### config.mk
export PLATFORM = sky130hd
export DESIGN_NAME = adc_chan_frontend_flat
export DESIGN_NICKNAME = d
export VERILOG_FILES = /design/src/rtl/font5_adc_pkg.sv /design/src/rtl/adc_chan_frontend_if.sv /design/src/rtl/adc_chan_lane.sv /design/src/rtl/adc_chan_frontend.sv /design/src/flat_wrapper.sv
export SDC_FILE = /design/constraint.sdc
export NUM_CORES = 1
export LEC_CHECK = 0
export ABC_AREA = 1
export CORE_ASPECT_RATIO = 0.75
export CORE_MARGIN = 1.5
export CORE_UTILIZATION = 55
export CTS_CLUSTER_SIZE = 20
export DETAILED_ROUTE_END_ITERATION = 16
export PLACE_DENSITY = 0.81
export REMOVE_ABC_BUFFERS = 1
export SYNTH_ARGS = -nofsm -noshare
export SYNTH_HDL_FRONTEND = slang
export SYNTH_SLANG_ARGS = --single-unit
### constraint.sdc
create_clock -name clk357 -period 11.07 [get_ports clk357]
set_clock_uncertainty 0.1 [all_clocks]
set_input_delay 1.107 -clock clk357 [delete_from_list [all_inputs] [get_ports clk357]]
set_output_delay 1.107 -clock clk357 [all_outputs]
set_load 0.03 [all_outputs]
### src/rtl/font5_adc_pkg.sv
// Shared definitions for the clk357 ADC front end.
//   - board default BITFLIP masks (sign-bit inversion already folded in)
//   - FSM state encoding for the window controller
//   - saturating arithmetic helpers on 64-bit signed values clamped to w bits
package font5_adc_pkg;

   localparam logic [12:0] SIGN_INV    = 13'h1000;
   localparam logic [12:0] BITFLIP_CH1 = 13'b1011010000101 ^ SIGN_INV;
   localparam logic [12:0] BITFLIP_CH2 = 13'b0101110001000 ^ SIGN_INV;
   localparam logic [12:0] BITFLIP_CH4 = 13'b0111100000000 ^ SIGN_INV;
   localparam logic [12:0] BITFLIP_CH5 = 13'b0100110011010 ^ SIGN_INV;

   // Channel 0 in the LSBs, matching the BITFLIP parameter layout.
   localparam logic [51:0] BITFLIP_BOARD = {BITFLIP_CH5, BITFLIP_CH4, BITFLIP_CH2, BITFLIP_CH1};

   typedef enum logic [1:0] {
      StIdle  = 2'd0,
      StDelay = 2'd1,
      StInteg = 2'd2,
      StDone  = 2'd3
   } fsm_state_e;

   function automatic logic signed [63:0] sat_max(input int unsigned w);
      return (64'sd1 <<< (w - 32'd1)) - 64'sd1;
   endfunction

   function automatic logic signed [63:0] sat_min(input int unsigned w);
      return -(64'sd1 <<< (w - 32'd1));
   endfunction

   function automatic logic sat_ovf(input logic signed [63:0] v, input int unsigned w);
      return (v > sat_max(w)) || (v < sat_min(w));
   endfunction

   function automatic logic signed [63:0] sat_clamp(input logic signed [63:0] v,
                                                    input int unsigned w);
      if (v > sat_max(w)) begin
         return sat_max(w);
      end else if (v < sat_min(w)) begin
         return sat_min(w);
      end
      return v;
   endfunction

   function automatic logic signed [63:0] sat_add(input logic signed [63:0] a,
                                                  input logic signed [63:0] b,
                                                  input int unsigned w);
      return sat_clamp(a + b, w);
   endfunction

endpackage

### src/rtl/adc_chan_frontend_if.sv
// Data/control bundle of the ADC channel front end.
//   master: register bank / capture side (drives samples, pedestal, window controls)
//   slave : the front end itself (drives decoded samples, window sums and status)
interface adc_chan_frontend_if #(
   parameter int unsigned N_CH  = 4,
   parameter int unsigned DW    = 13,
   parameter int unsigned ACC_W = 20,
   parameter int unsigned CW    = 7
);

   logic [N_CH*DW-1:0]    adc_raw;
   logic [N_CH*DW-1:0]    offset;
   logic                  trig;
   logic [CW-1:0]         win_dly;
   logic [CW-1:0]         win_len;
   logic [N_CH*DW-1:0]    dec_out;
   logic [N_CH*ACC_W-1:0] acc_out;
   logic                  acc_valid;
   logic                  busy;
   logic [N_CH-1:0]       sat_flags;

   modport master (
      output adc_raw, offset, trig, win_dly, win_len,
      input  dec_out, acc_out, acc_valid, busy, sat_flags
   );

   modport slave (
      input  adc_raw, offset, trig, win_dly, win_len,
      output dec_out, acc_out, acc_valid, busy, sat_flags
   );

endinterface

### src/rtl/adc_chan_lane.sv
// One ADC channel: bit-flip decode, saturating pedestal subtract, window accumulator.
//   clk357, rst : clock, asynchronous active-high reset
//   adc_raw     : raw captured word
//   offset      : signed pedestal
//   clr         : window start, zeroes accumulator and sticky flag
//   integ       : add the current dec_out into the accumulator
//   load        : copy accumulator to acc_out
//   dec_out     : decoded, pedestal-subtracted sample (2-cycle latency)
//   acc_out     : held window sum
//   sat         : sticky saturation flag for the current window
module adc_chan_lane
   import font5_adc_pkg::*;
#(
   parameter int unsigned   DW    = 13,
   parameter int unsigned   ACC_W = 20,
   parameter logic [DW-1:0] MASK  = '0
) (
   input  logic                    clk357,
   input  logic                    rst,
   input  logic [DW-1:0]           adc_raw,
   input  logic signed [DW-1:0]    offset,
   input  logic                    clr,
   input  logic                    integ,
   input  logic                    load,
   output logic signed [DW-1:0]    dec_out,
   output logic signed [ACC_W-1:0] acc_out,
   output logic                    sat
);

   logic signed [DW-1:0]    d1_q;
   logic signed [DW-1:0]    dec_q, dec_d;
   logic                    dec_sat_q;
   logic signed [DW:0]      diff;
   logic                    sub_ovf;
   logic signed [63:0]      acc_sum;
   logic                    acc_ovf;
   logic signed [ACC_W-1:0] acc_q, acc_d;
   logic signed [ACC_W-1:0] acc_out_q;
   logic                    sat_q;

   always_comb begin
      // One extra bit is enough to hold any DW-bit difference exactly.
      diff    = (DW+1)'(d1_q) - (DW+1)'(offset);
      sub_ovf = sat_ovf(64'(diff), DW);
      dec_d   = DW'(sat_clamp(64'(diff), DW));
      acc_sum = 64'(acc_q) + 64'(dec_q);
      acc_ovf = sat_ovf(acc_sum, ACC_W);
      acc_d   = ACC_W'(sat_add(64'(acc_q), 64'(dec_q), ACC_W));
   end

   always_ff @(posedge clk357 or posedge rst) begin
      if (rst) begin
         d1_q      <= '0;
         dec_q     <= '0;
         dec_sat_q <= 1'b0;
         acc_q     <= '0;
         acc_out_q <= '0;
         sat_q     <= 1'b0;
      end else begin
         d1_q      <= adc_raw ^ MASK;
         dec_q     <= dec_d;
         dec_sat_q <= sub_ovf;
         if (clr) begin
            acc_q <= '0;
            sat_q <= 1'b0;
         end else if (integ) begin
            // A clamped pedestal subtract only counts once it lands in the window.
            acc_q <= acc_d;
            sat_q <= sat_q | dec_sat_q | acc_ovf;
         end
         if (load) begin
            acc_out_q <= acc_q;
         end
      end
   end

   assign dec_out = dec_q;
   assign acc_out = acc_out_q;
   assign sat     = sat_q;

endmodule

### src/rtl/adc_chan_frontend.sv
// N-channel ADC front end: per-channel decode/pedestal lanes plus a shared
// trigger/delay/length window controller.
//   clk357 : sample clock (only clock)
//   rst    : asynchronous active-high reset
//   bus    : slave side of adc_chan_frontend_if (samples, pedestals, window
//            controls in; decoded samples, window sums, acc_valid, busy, sat_flags out)
module adc_chan_frontend
   import font5_adc_pkg::*;
#(
   parameter int unsigned          N_CH    = 4,
   parameter int unsigned          DW      = 13,
   parameter int unsigned          ACC_W   = 20,
   parameter int unsigned          CW      = 7,
   parameter logic [N_CH*DW-1:0]   BITFLIP = {N_CH{13'h0}}
) (
   input  logic                 clk357,
   input  logic                 rst,
   adc_chan_frontend_if.slave   bus
);

   fsm_state_e       state_q, state_d;
   logic [CW-1:0]    dly_q, dly_d;
   logic [CW-1:0]    len_q, len_d;
   logic             start, integ, load;
   logic             acc_valid_q, busy_q;

   logic [N_CH*DW-1:0]    dec_w;
   logic [N_CH*ACC_W-1:0] acc_w;
   logic [N_CH-1:0]       sat_w;

   // State and counter register
   always_ff @(posedge clk357 or posedge rst) begin
      if (rst) begin
         state_q <= StIdle;
         dly_q   <= '0;
         len_q   <= '0;
      end else begin
         state_q <= state_d;
         dly_q   <= dly_d;
         len_q   <= len_d;
      end
   end

   // Next state. Zero delay and/or zero length skip the corresponding states.
   always_comb begin
      state_d = state_q;
      dly_d   = dly_q;
      len_d   = len_q;
      case (state_q)
         StIdle: begin
            if (bus.trig) begin
               dly_d = bus.win_dly;
               len_d = bus.win_len;
               if (bus.win_dly != '0) begin
                  state_d = StDelay;
               end else if (bus.win_len != '0) begin
                  state_d = StInteg;
               end else begin
                  state_d = StDone;
               end
            end
         end
         StDelay: begin
            dly_d = dly_q - CW'(1);
            if (dly_q <= CW'(1)) begin
               state_d = (len_q != '0) ? StInteg : StDone;
            end
         end
         StInteg: begin
            len_d = len_q - CW'(1);
            if (len_q <= CW'(1)) begin
               state_d = StDone;
            end
         end
         StDone: begin
            state_d = StIdle;
         end
         default: begin
            state_d = StIdle;
         end
      endcase
   end

   // Lane controls
   always_comb begin
      start = (state_q == StIdle) && bus.trig;
      integ = (state_q == StInteg);
      load  = (state_q == StDone);
   end

   // acc_valid lands together with the acc_out update; busy trails state by one
   // cycle so it drops with acc_valid.
   always_ff @(posedge clk357 or posedge rst) begin
      if (rst) begin
         acc_valid_q <= 1'b0;
         busy_q      <= 1'b0;
      end else begin
         acc_valid_q <= load;
         busy_q      <= (state_q != StIdle);
      end
   end

   for (genvar c = 0; c < N_CH; c++) begin : g_lane
      adc_chan_lane #(
         .DW    (DW),
         .ACC_W (ACC_W),
         .MASK  (BITFLIP[c*DW +: DW])
      ) u_lane (
         .clk357  (clk357),
         .rst     (rst),
         .adc_raw (bus.adc_raw[c*DW +: DW]),
         .offset  (bus.offset[c*DW +: DW]),
         .clr     (start),
         .integ   (integ),
         .load    (load),
         .dec_out (dec_w[c*DW +: DW]),
         .acc_out (acc_w[c*ACC_W +: ACC_W]),
         .sat     (sat_w[c])
      );
   end

   assign bus.dec_out   = dec_w;
   assign bus.acc_out   = acc_w;
   assign bus.sat_flags = sat_w;
   assign bus.acc_valid = acc_valid_q;
   assign bus.busy      = busy_q;

endmodule
### src/flat_wrapper.sv
// flat-port wrapper written by rule: the top's interface ports become plain ports
module adc_chan_frontend_flat import font5_adc_pkg::*;
#(
   parameter int unsigned          N_CH    = 4,
   parameter int unsigned          DW      = 13,
   parameter int unsigned          ACC_W   = 20,
   parameter int unsigned          CW      = 7,
   parameter logic [N_CH*DW-1:0]   BITFLIP = {N_CH{13'h0}}
)
  (clk357, rst, bus_adc_raw, bus_offset, bus_trig, bus_win_dly, bus_win_len, bus_dec_out, bus_acc_out, bus_acc_valid, bus_busy, bus_sat_flags);
  adc_chan_frontend_if #(.N_CH(N_CH), .DW(DW), .ACC_W(ACC_W), .CW(CW)) bus_i ();
  input  logic clk357;
  input  logic rst;
  input wire logic [$bits(bus_i.adc_raw)-1:0] bus_adc_raw;
  input wire logic [$bits(bus_i.offset)-1:0] bus_offset;
  input wire logic [$bits(bus_i.trig)-1:0] bus_trig;
  input wire logic [$bits(bus_i.win_dly)-1:0] bus_win_dly;
  input wire logic [$bits(bus_i.win_len)-1:0] bus_win_len;
  output wire logic [$bits(bus_i.dec_out)-1:0] bus_dec_out;
  output wire logic [$bits(bus_i.acc_out)-1:0] bus_acc_out;
  output wire logic [$bits(bus_i.acc_valid)-1:0] bus_acc_valid;
  output wire logic [$bits(bus_i.busy)-1:0] bus_busy;
  output wire logic [$bits(bus_i.sat_flags)-1:0] bus_sat_flags;
  assign bus_i.adc_raw = bus_adc_raw;
  assign bus_i.offset = bus_offset;
  assign bus_i.trig = bus_trig;
  assign bus_i.win_dly = bus_win_dly;
  assign bus_i.win_len = bus_win_len;
  assign bus_dec_out = bus_i.dec_out;
  assign bus_acc_out = bus_i.acc_out;
  assign bus_acc_valid = bus_i.acc_valid;
  assign bus_busy = bus_i.busy;
  assign bus_sat_flags = bus_i.sat_flags;
  adc_chan_frontend #(.N_CH(N_CH), .DW(DW), .ACC_W(ACC_W), .CW(CW), .BITFLIP(BITFLIP)) u_core (.clk357(clk357), .rst(rst), .bus(bus_i));
endmodule
==> results of run 1 <==
==> critical path, delay by kind of cell <==
kind | cells | cell delay (ns)
adder cells (fa/ha/maj) | 1 | 0.36
AO/OA/AOI/OAI | 3 | 0.70
buffers and inverters | 3 | 0.58
AND/OR/NAND/NOR | 7 | 0.87
==> registers in the layout (all words and copies together), names as in the netlist, 2 cells and up <==
name                            cells
u_core.dly_q                        7
u_core.g_lane.u_lane.acc_out       80
u_core.state_q                      2
u_core.len_q                        7
u_core.g_lane.u_lane.sat            4
u_core.g_lane.u_lane.acc_q         80
u_core.g_lane.u_lane.d1_q          52
u_core.g_lane.u_lane.dec_out       52
u_core.g_lane.u_lane.dec_sat_q      4
==> power by group through the flow <==
stage	clock, mW	combinational (mW)	sequential (mW)
global route	1.15	4.26	1.74
floorplan	0	2.35	2.02
detailed placement	0	3.81	1.71
CTS	1.10	3.84	1.69
global placement	0	3.74	1.70
finish	1.08	3.85	1.70
==> through the flow <==
| step | instances | power (mW) |
|---|---|---|
| floorplan | 2346 | 4.363 |
| global placement | 3058 | 5.438 |
| detailed placement | 3058 | 5.519 |
| CTS | 3113 | 6.638 |
| global route | 3113 | 7.139 |
| finish | 3113 | 6.623 |
==> cells in the final DEF (no fill, tap or decap), drive strengths merged, types with 4 or more instances in the layout <==
| cell | synthesis | final |
|---|---|---|
| dfrtp | 290 | 290 |
| or2 | 9 | 9 |
| ha | 140 | 140 |
| nand3b | 7 | 7 |
| o21ai | 55 | 55 |
| nor2 | 136 | 136 |
| nand3 | 171 | 171 |
| nand2 | 785 | 785 |
| fa | 8 | 8 |
| buf | 28 | 4 |
| xnor2 | 55 | 55 |
| and2 | 12 | 12 |
| a21oi | 135 | 135 |
| xor2 | 49 | 49 |
| inv | 301 | 301 |
| mux2 | 76 | 76 |
| clkbuf | 23 | 43 |
| clkinv | 0 | 7 |
| o31ai | 8 | 8 |
| nor3 | 24 | 24 |
| o22ai | 6 | 6 |
| o21bai | 26 | 26 |
| bufinv | 0 | 4 |
| clkdlybuf4s50 | 0 | 258 |
| nand4 | 30 | 30 |
==> logic make-up (layout without fill, tap and decap cells) <==
| group | after synthesis | after routing | synth area share |
|---|---|---|---|
| AO/OA/AOI/OAI | 248 | 248 | 0.07635 |
| AND/OR/NAND/NOR | 1179 | 1179 | 0.2639 |
| XOR/XNOR | 104 | 104 | 0.04854 |
| multiplexers | 76 | 76 | 0.04561 |
| flip-flops | 290 | 290 | 0.3867 |
| buffers and inverters | 352 | 618 | 0.07702 |
| adder cells (fa/ha/maj) | 148 | 148 | 0.1019 |
==> worst paths after layout <==
| path | end | slack [ns] | depth (start not counted) |
|---|---|---|---|
| setup / recovery | u_core.g_lane[3].u_lane.dec_out[8]$_DFF_PP0_ | 7.79 | 14 |
| hold / removal | u_core.len_q[3]$_DFFE_PP0P_ | 0.40 | 1 |
| setup reg to reg | u_core.g_lane[3].u_lane.acc_q[8]$_DFFE_PP0P_ | 8.03 | 11 |
| hold reg to reg | u_core.len_q[3]$_DFFE_PP0P_ | 0.40 | 1 |
| max in group asynchronous | u_core.g_lane[2].u_lane.acc_out[5]$_DFFE_PP0P_ | 8.49 | 3 |
| min in group asynchronous | u_core.g_lane[0].u_lane.d1_q[12]$_DFF_PP0_ | 0.90 | 2 |
==> final cells by class <==
type | count | area (um2) | share of cell area
Clock inverter | 12 | 162.7 | 0.007160
Multi-Input combinational cell | 1755 | 10080 | 0.4438
Tap cell | 450 | 563.0 | 0.02478
Sequential cell | 290 | 7257 | 0.3194
Timing Repair Buffer | 262 | 2625 | 0.1155
Clock buffer | 43 | 890.9 | 0.03921
Inverter | 301 | 1137 | 0.05006
==> metal layers <==
metal	global-route usage	wire length, um	up-vias
li1	-	-	8194
met1	0.3842	22710	7767
met2	0.4293	21370	428
met3	0.04538	2534	60
met4	0.05934	1014	0
met5	0	0	-
==> out/qor.yml, run 1 <==
final.hold.worst_slack_ns: 0.4008
io_buffer_count: 258
critical-path-top-cell-by-count: "sky130_fd_sc_hd__nand2_1"
maximum_clock_insertion_buffer_count: 3
top_count_cell_post_synth: "sky130_fd_sc_hd__nand2_1"
number_of_flops_mapped_to_enable_cells_by_yosys: 0
routabilityCongestion: 0.9570
max_freq_ghz: 0.3045
synth_top_cells_by_area: "sky130_fd_sc_hd__dfrtp_1, sky130_fd_sc_hd__nand2_1, sky130_fd_sc_hd__ha_1"
dp_hpwl_um: 35570
antenna_diode_count: 0
worst_min_path_class: "flop to flop"
ir_worst_vdd_mv: 0.1957
timing_hold_violations_final: 0
vias_per_cell: 5.284
worstMarginPinSlew_ns: 1.029
core.rowCount: 58
placement.cell_area_um2: 21660
timing.final.crit_share: 0.2966
detail_routed_net_length_per_standard_cell_um: 15.30
synth.lib_cells_used.distinct: 49
relative_slew_slack: 0.3140
combinationalPowerShare: 0.581
timing.critical_path.required_ns: 11.41
detail_route.first_pass.iterations: 5
ys.warnings.count: 0
layout-area-overhead-vs-synth_pct: 21.07
globalRouteOverflowTotal: 0
cts_resized: 0
crit_path_start_kind: "input port"
vias: 16450
cp_data_arrival_time_ns: 3.62
worst_r2r_startpoint: "u_core.g_lane[3].u_lane.dec_out[12]$_DFF_PP0_"
synth-seq-area-share: 0.3867
power_density_nw_per_um2: 291.5
antenna_found_initial: 0
io_pins: 259
worst_setup_path_startpoint: "bus_offset[41]"
clk-insertion-delay-late_ns: 0.58
ys_seq_elements: 290
largest_area_contributor_in_the_synthesized_netlist: "sky130_fd_sc_hd__dfrtp_1"
htreeDepth: 1
grt_start_max_net_pins: 190
route.antenna.remaining_nets: 0
num-fill-cells: 2850
critical_path_class: "input port to flop"
setup_total_negative_slack_ns: 0
routed_wirelength_um: 47620
asyncSetResetFlopFracSynth: 1.000
worstPathMaxFanout: 13
grtUsageTotal: 0.2690
die_area_um2: 35250
initial_core_util: 0.5597
cts_setup_buffers: 0
numCtsBuffers: 30
first_iter_violations: 1261
netlist_area_um2: 18760
layout.nets: 2909
first_pass_grt_wire_length_um: 77540
setup_ws_ns: 7.786
fraction_of_power_consumed_by_the_clock_network: 0.163
timing.critical_path.slowest_cell_delay_ns: 0.48
holdCritStartpoint: "u_core.len_q[3]$_DFFE_PP0P_"
number_of_global_route_vias_before_repair: 15570
report.final.setup_viol: 0
sequentialPowerShare: 0.256
route.detailed.drc: 0
maxCapViolations: 0
ratio_of_cells_with_drive_above_1_in_the_final_layout: 0.07060
clock_sink_count: 290
ordered_list_of_cells_on_the_worst_path: "clkdlybuf4s50_1, inv_1, ha_1, a21oi_1, o21ai_1, a21oi_1, or2_1, nand2_1, nand2_1, nand2_1, inv_2, nand2_1, nand2_1, nand2_1"
floorplan.die.height_um: 163.0
status: "completed"
static-leakage-power_nw: 11.85
setup.worst_path.end_class: "flop"
power.share.switching: 0.4663
yosysTopAreaCellShare: 0.3867
layout_min_cycle_time_ns: 3.284
die_width_um: 216.3
worst_setup_hold_path_clk_slew_ns: 0.06
tritoncts: "yes"
power_switching_mw: 3.088
dpl_worst_slack_ns: 7.375
rsz0062_at_grt: "false"
synth_top_flop_cell: "sky130_fd_sc_hd__dfrtp_1"
synthesis.instances: 2397
fp.coreArea_um2: 33530
final_instance_area_um2: 22720
clock-root-buffer: "sky130_fd_sc_hd__clkbuf_16"
final-max-slew-violation-count: 0
synth_top_cells_by_count: "sky130_fd_sc_hd__nand2_1, sky130_fd_sc_hd__inv_1, sky130_fd_sc_hd__dfrtp_1, sky130_fd_sc_hd__nand3_1, sky130_fd_sc_hd__ha_1"
utilization: 0.6776
cts.hold.buffers_added: 0
syn_area_per_cell_um2: 7.828
critical-path-slowest-cell: "sky130_fd_sc_hd__clkdlybuf4s50_1"
p_int_mw: 3.535
(Power assumes the default switching activity.)
==> inputs of run 2 (changes only) <==
==> constraint.sdc (replaced) <==
create_clock -name clk357 -period 3.1 [get_ports clk357]
set_clock_uncertainty 0.1 [all_clocks]
set_input_delay 0.31 -clock clk357 [delete_from_list [all_inputs] [get_ports clk357]]
set_output_delay 0.31 -clock clk357 [all_outputs]
set_load 0.03 [all_outputs]
==> out/qor.yml, run 2 (synthesized netlist as in run 1, its figures left out) <==
status: "completed"
floorplan.die.height_um: 163.0  # unchanged
timing.critical_path.required_ns: 3.51  # -7.90 ns
detail_routed_net_length_per_standard_cell_um: 15.49  # +1.2%
globalRouteOverflowTotal: 0  # unchanged
vias: 16540  # +0.57%
setup.worst_path.end_class: "flop"
worst_setup_hold_path_clk_slew_ns: 0.06  # about the same
clock_sink_count: 290  # unchanged
most_common_cell_after_layout_fill_and_taps_aside: "sky130_fd_sc_hd__nand2_1"
worstMarginPinSlew_ns: 0.6749  # -0.3541 ns
power_density_nw_per_um2: 1042  # +260%
timing.final.crit_share: 0.9197
die_width_um: 216.3  # unchanged
ratio_of_cells_with_drive_above_1_in_the_final_layout: 0.07790  # +0.007301
io_pins: 259  # unchanged
antenna_found_initial: 0  # unchanged
vias_per_cell: 5.280  # about the same
setup_total_negative_slack_ns: 0  # unchanged
io_buffer_count: 258  # unchanged
route.detailed.drc: 0  # unchanged
tritoncts: "yes"
maxCapViolations: 0  # unchanged
holdPathStages: 1  # unchanged
routabilityCongestion: 0.9542  # -0.29%
layout.nets: 2928  # +0.65%
antenna_diode_count: 0  # unchanged
dp_hpwl_um: 37130  # +4.4%
cp_data_arrival_time_ns: 3.26  # -0.36 ns
rsz0062_at_grt: "false"
first_iter_violations: 1264  # +0.24%
static-leakage-power_nw: 11.96  # +0.88%
fp.coreArea_um2: 33530  # unchanged
report.final.setup_viol: 0  # unchanged
worstPathMaxFanout: 19  # +6
detail_route.first_pass.iterations: 6  # +1
max_freq_ghz: 0.3507
htreeDepth: 1  # unchanged
numCtsBuffers: 30  # unchanged
crit_path_start_kind: "flop"
dpl_worst_slack_ns: 0.1181  # -7.257 ns
relative_slew_slack: 0.5501  # +0.2361
worst_min_path_class: "input port to flop"
reg2reg_depth: 10  # -1
timing_hold_violations_final: 0  # unchanged
setup_ws_ns: 0.2489  # -7.537 ns
first_pass_grt_wire_length_um: 80230  # +3.5%
final-max-slew-violation-count: 0  # unchanged
cts_resized: 0  # unchanged
maximum_clock_insertion_buffer_count: 3  # unchanged
grtUsageTotal: 0.2781  # +0.009123
clk-insertion-delay-late_ns: 0.57  # about the same
most-common-layout-cells: "sky130_fd_sc_hd__nand2_1, sky130_fd_sc_hd__inv_1, sky130_fd_sc_hd__dfrtp_1, sky130_fd_sc_hd__clkdlybuf4s50_1, sky130_fd_sc_hd__nand3_1"
number_of_global_route_vias_before_repair: 16180  # +4.0%
layout-area-overhead-vs-synth_pct: 22.13
core.rowCount: 58  # unchanged
die_area_um2: 35250  # unchanged
clock-root-buffer: "sky130_fd_sc_hd__clkbuf_16"
critical_path_class: "flop to flop"
route.antenna.remaining_nets: 0  # unchanged
ir_worst_vdd_mv: 0.6914  # +250%
routed_wirelength_um: 48520  # +1.9%
layout_min_cycle_time_ns: 2.851
utilization: 0.6835  # +0.005934
initial_core_util: 0.5597  # unchanged
grt_start_max_net_pins: 83  # -56%
==> run 2: area by class of cell <==
type	count	area (um2)
Sequential cell	290	7257
Tap cell	450	563.0
Timing Repair Buffer	281	2818
Fill cell	2808	10610
Multi-Input combinational cell	1755	10080
Clock buffer	41	873.3
Inverter	301	1137
Clock inverter	15	186.4
==> run 2: worst paths after layout <==
| path | slack [ns] | start | end |
|---|---|---|---|
| max reg2reg | 0.25 | u_core.g_lane[3].u_lane.dec_out[12]$_DFF_PP0_ | u_core.g_lane[3].u_lane.acc_q[9]$_DFFE_PP0P_ |
| min reg2reg | 0.41 | u_core.g_lane[3].u_lane.acc_out[12]$_DFFE_PP0P_ | u_core.g_lane[3].u_lane.acc_out[12]$_DFFE_PP0P_ |
| max | 0.25 | u_core.g_lane[3].u_lane.dec_out[12]$_DFF_PP0_ | u_core.g_lane[3].u_lane.acc_q[9]$_DFFE_PP0P_ |
| min | 0.07 | bus_adc_raw[16] | u_core.g_lane[1].u_lane.d1_q[3]$_DFF_PP0_ |
| min in group asynchronous | 0.11 | rst | u_core.g_lane[1].u_lane.acc_out[13]$_DFFE_PP0P_ |
| max in group asynchronous | 2.05 | rst | u_core.len_q[4]$_DFFE_PP0P_ |
==> run 2: power by group <==
part	switching, mW	internal (mW)	leakage (nW)
clock network	1.56	2.30	0.519
logic	8.60	5.37	7.83
registers	0.986	5.07	3.61
total	11.1	12.7	12.0
==> run 2: stage by stage <==
step	cells	cell area (um2)	total power [mW]	hold slack (ns)
floorplan	2346	18450	15.58	0.2414
finish	3133	22920	23.89	0.06844
global route	3133	22920	25.80	0.05035
detailed placement	3075	21830	19.89	0.3947
CTS	3131	22890	23.91	0.04025
global placement	3075	21830	19.57	0.3749
==> run 2: routing by layer <==
layer / vias up / track usage / part of all wire
li1: 8248 / - / -
met1: 7747 / 0.3973 / 0.47
met2: 478 / 0.4461 / 0.45
met3: 69 / 0.04407 / 0.061
met4: 0 / 0.06187 / 0.020
met5: - / 0 / 0
==> run 2: what timing repair did <==
action | 4_1_cts | 5_1_grt
endpoints found under the setup margin | 0 | 2
hold buffers | 0 | 0
setup buffers | 0 | 2
==> run 2: worst max-delay path, stage by stage, from the launching register on <==
cell	delay [ns]
sky130_fd_sc_hd__dfrtp_1	0.61
sky130_fd_sc_hd__ha_1	0.36
sky130_fd_sc_hd__a21oi_1	0.34
sky130_fd_sc_hd__a21oi_1	0.12
sky130_fd_sc_hd__nor2_1	0.22
sky130_fd_sc_hd__nand3_1	0.13
sky130_fd_sc_hd__nand2_1	0.09
sky130_fd_sc_hd__nand2_2	0.08
sky130_fd_sc_hd__a21oi_4	0.52
sky130_fd_sc_hd__nand2_1	0.13
sky130_fd_sc_hd__nand2_1	0.08
==> inputs of run 3 (changes only) <==
--- a/config.mk
+++ b/config.mk
@@ -11,6 +11,7 @@
 export CORE_UTILIZATION = 55
 export CTS_CLUSTER_SIZE = 20
 export DETAILED_ROUTE_END_ITERATION = 16
+export GPL_TIMING_DRIVEN = 0
 export PLACE_DENSITY = 0.81
 export REMOVE_ABC_BUFFERS = 1
 export SYNTH_ARGS = -nofsm -noshare
==> out/qor.yml, run 3 (synthesized netlist as in run 1, its figures left out) <==
status: "completed"
ir_worst_vdd_mv: 0.6765  # -2.1%
numCtsBuffers: 34  # +13%
top_layer: "met4"
vias: 16480  # -0.35%
io_buffer_count: 258  # unchanged
timing.critical_path.required_ns: 3.46  # -0.05 ns
holdPathStages: 1  # unchanged
worstMarginPinSlew_ns: 0.7041  # +0.02918 ns
setup.worst_path.end_class: "flop"
reg2reg_depth: 10  # unchanged
routabilityCongestion: 0.9457  # -0.89%
tritoncts: "yes"
first_pass_grt_wire_length_um: 79400  # -1.0%
timing.critical_path.slowest_cell_delay_ns: 0.53  # -0.08 ns
wl_met3_um: 2711  # -8.0%
relative_slew_slack: 0.5306  # -0.01946
worst_min_path_class: "input port to flop"
layout-area-overhead-vs-synth_pct: 22.56
most-common-layout-cells: "sky130_fd_sc_hd__nand2_1, sky130_fd_sc_hd__inv_1, sky130_fd_sc_hd__dfrtp_1, sky130_fd_sc_hd__clkdlybuf4s50_1, sky130_fd_sc_hd__nand3_1"
ratio_of_cells_with_drive_above_1_in_the_final_layout: 0.07618  # -0.001722
critical_path_class: "flop to flop"
critical-path-slowest-cell: "sky130_fd_sc_hd__nor2_2"
antenna_found_initial: 0  # unchanged
route.antenna.remaining_nets: 0  # unchanged
p_total_mw: 24.10  # +0.90%
detail_route.first_pass.iterations: 5  # -1
dp_cells: 3059  # -0.52%
dp_hpwl_um: 35670  # -3.9%
final-max-slew-violation-count: 0  # unchanged
routed_wirelength_um: 47580  # -1.9%
grtUsageTotal: 0.2742  # -0.003921
static-leakage-power_nw: 11.98  # +0.18%
worst_setup_hold_path_clk_slew_ns: 0.06  # about the same
number_of_global_route_vias_before_repair: 16080  # -0.64%
maxCapViolations: 0  # unchanged
clk-insertion-delay-late_ns: 0.53  # -0.04 ns
timing_hold_violations_final: 0  # unchanged
rsz0062_at_grt: "false"
htreeDepth: 2  # +1
routed-wl-met2_um: 21540  # -0.83%
core.rowCount: 58  # unchanged
detail_routed_net_length_per_standard_cell_um: 15.21  # -1.8%
timing.final.crit_share: 0.9024  # -0.01730
layout.nets: 2925  # -0.10%
layout_min_cycle_time_ns: 2.797  # -0.05363 ns
utilization: 0.6859  # +0.002388
num-fill-cells: 2797  # -0.39%
dpl_worst_slack_ns: -0.2130  # -0.3311 ns
vias_per_cell: 5.270  # -0.19%
fp.coreArea_um2: 33530  # unchanged
met1_layer_wirelength_in_the_final_routing_um: 22520  # -1.5%
most_common_cell_after_layout_fill_and_taps_aside: "sky130_fd_sc_hd__nand2_1"
maximum_clock_insertion_buffer_count: 3  # unchanged
antenna_diode_count: 0  # unchanged
setup_ws_ns: 0.3025  # +0.05363 ns
die_area_um2: 35250  # unchanged
die_width_um: 216.3  # unchanged
setup_total_negative_slack_ns: 0  # unchanged
worstPathMaxFanout: 13  # -6
seq_area_um2: 7257  # unchanged
floorplan.die.height_um: 163.0  # unchanged
clock_sink_count: 290  # unchanged
io_pins: 259  # unchanged
crit_path_start_kind: "flop"
report.final.setup_viol: 0  # unchanged
power_density_nw_per_um2: 1048  # +0.55%
max_freq_ghz: 0.3575  # +1.9%
initial_core_util: 0.5597  # unchanged
route.detailed.drc: 0  # unchanged
cp_data_arrival_time_ns: 3.16  # -0.10 ns
grt_start_max_net_pins: 134  # +61%
clock-root-buffer: "sky130_fd_sc_hd__clkbuf_16"
multi_input_comb_area_um2: 10090  # about the same
ordered_list_of_cells_on_the_worst_path: "inv_1, ha_1, inv_1, nor2_2, inv_2, a21oi_4, buf_12, buf_4, nand2_1, nand2_1"
first_iter_violations: 1124  # -11%
final_cells: 3128  # -0.16%
globalRouteOverflowTotal: 0  # unchanged
-- run 3: cell types whose count changed in the layout (fill, tap and decap cells not counted), moves of 3 or more --
cell and change:
sky130_fd_sc_hd__clkbuf_16 +6, sky130_fd_sc_hd__buf_16 +3, sky130_fd_sc_hd__clkbuf_1 +3, sky130_fd_sc_hd__buf_4 -11
-- run 3: cell type report --
| type | instances | area share |
|---|---|---|
| Inverter | 301 | 0.04946 |
| Clock buffer | 48 | 0.04380 |
| Timing Repair Buffer | 274 | 0.1234 |
| Multi-Input combinational cell | 1755 | 0.4387 |
| Clock inverter | 10 | 0.004570 |
| Tap cell | 450 | 0.02448 |
| Sequential cell | 290 | 0.3156 |
-- run 3: path summary, 6_finish.rpt --
path	start	end	slack, ns
max in group asynchronous	rst	u_core.g_lane[3].u_lane.acc_out[4]$_DFFE_PP0P_	1.24
hold / removal	bus_adc_raw[1]	u_core.g_lane[0].u_lane.d1_q[1]$_DFF_PP0_	0.12
min in group asynchronous	rst	u_core.g_lane[1].u_lane.acc_out[10]$_DFFE_PP0P_	0.14
hold reg to reg	u_core.g_lane[3].u_lane.acc_out[13]$_DFFE_PP0P_	u_core.g_lane[3].u_lane.acc_out[13]$_DFFE_PP0P_	0.40
setup reg to reg	u_core.state_q[0]$_DFFE_PP0P_	u_core.g_lane[0].u_lane.acc_q[5]$_DFFE_PP0P_	0.30
setup / recovery	u_core.state_q[0]$_DFFE_PP0P_	u_core.g_lane[0].u_lane.acc_q[5]$_DFFE_PP0P_	0.30
-- run 3: metal layers --
metal  vias up  global-route usage
li1       8228                   -
met1      7780              0.3927
met2       406              0.4375
met3        70             0.04519
met4         0             0.05997
met5         -                   0
-- run 3: repair_timing --
action	in CTS	in global routing
gates cloned	0	0
gates resized for setup	1	2
hold buffers	0	0
buffers inserted	0	11
setup endpoints to repair	76	48
-- run 3: worst max-delay path, delay by kind of cell (launching register included) --
kind | cells | cell delay, ns
AOI/OAI and AO/OA | 1 | 0.22
adders and majority gates | 1 | 0.39
buffers and inverters | 5 | 0.95
DFF | 1 | 0.42
and+or+nand+nor | 3 | 0.64
-- run 3: per-stage QoR --
step	hold WS (ns)	area [um2]
finish	0.1158	23000
global route	0.1033	23000
CTS	0.09244	22860
detailed placement	0.3946	21740
global placement	0.3723	21590
floorplan	0.2414	18450
-- run 3: report_power, final --
| part | internal, mW | total (mW) | switching (mW) |
|---|---|---|---|
| combinational | 5.45 | 14.1 | 8.60 |
| clock | 2.43 | 4.02 | 1.59 |
| sequential | 5.08 | 6.03 | 0.952 |
| total | 13.0 | 24.1 | 11.1 |
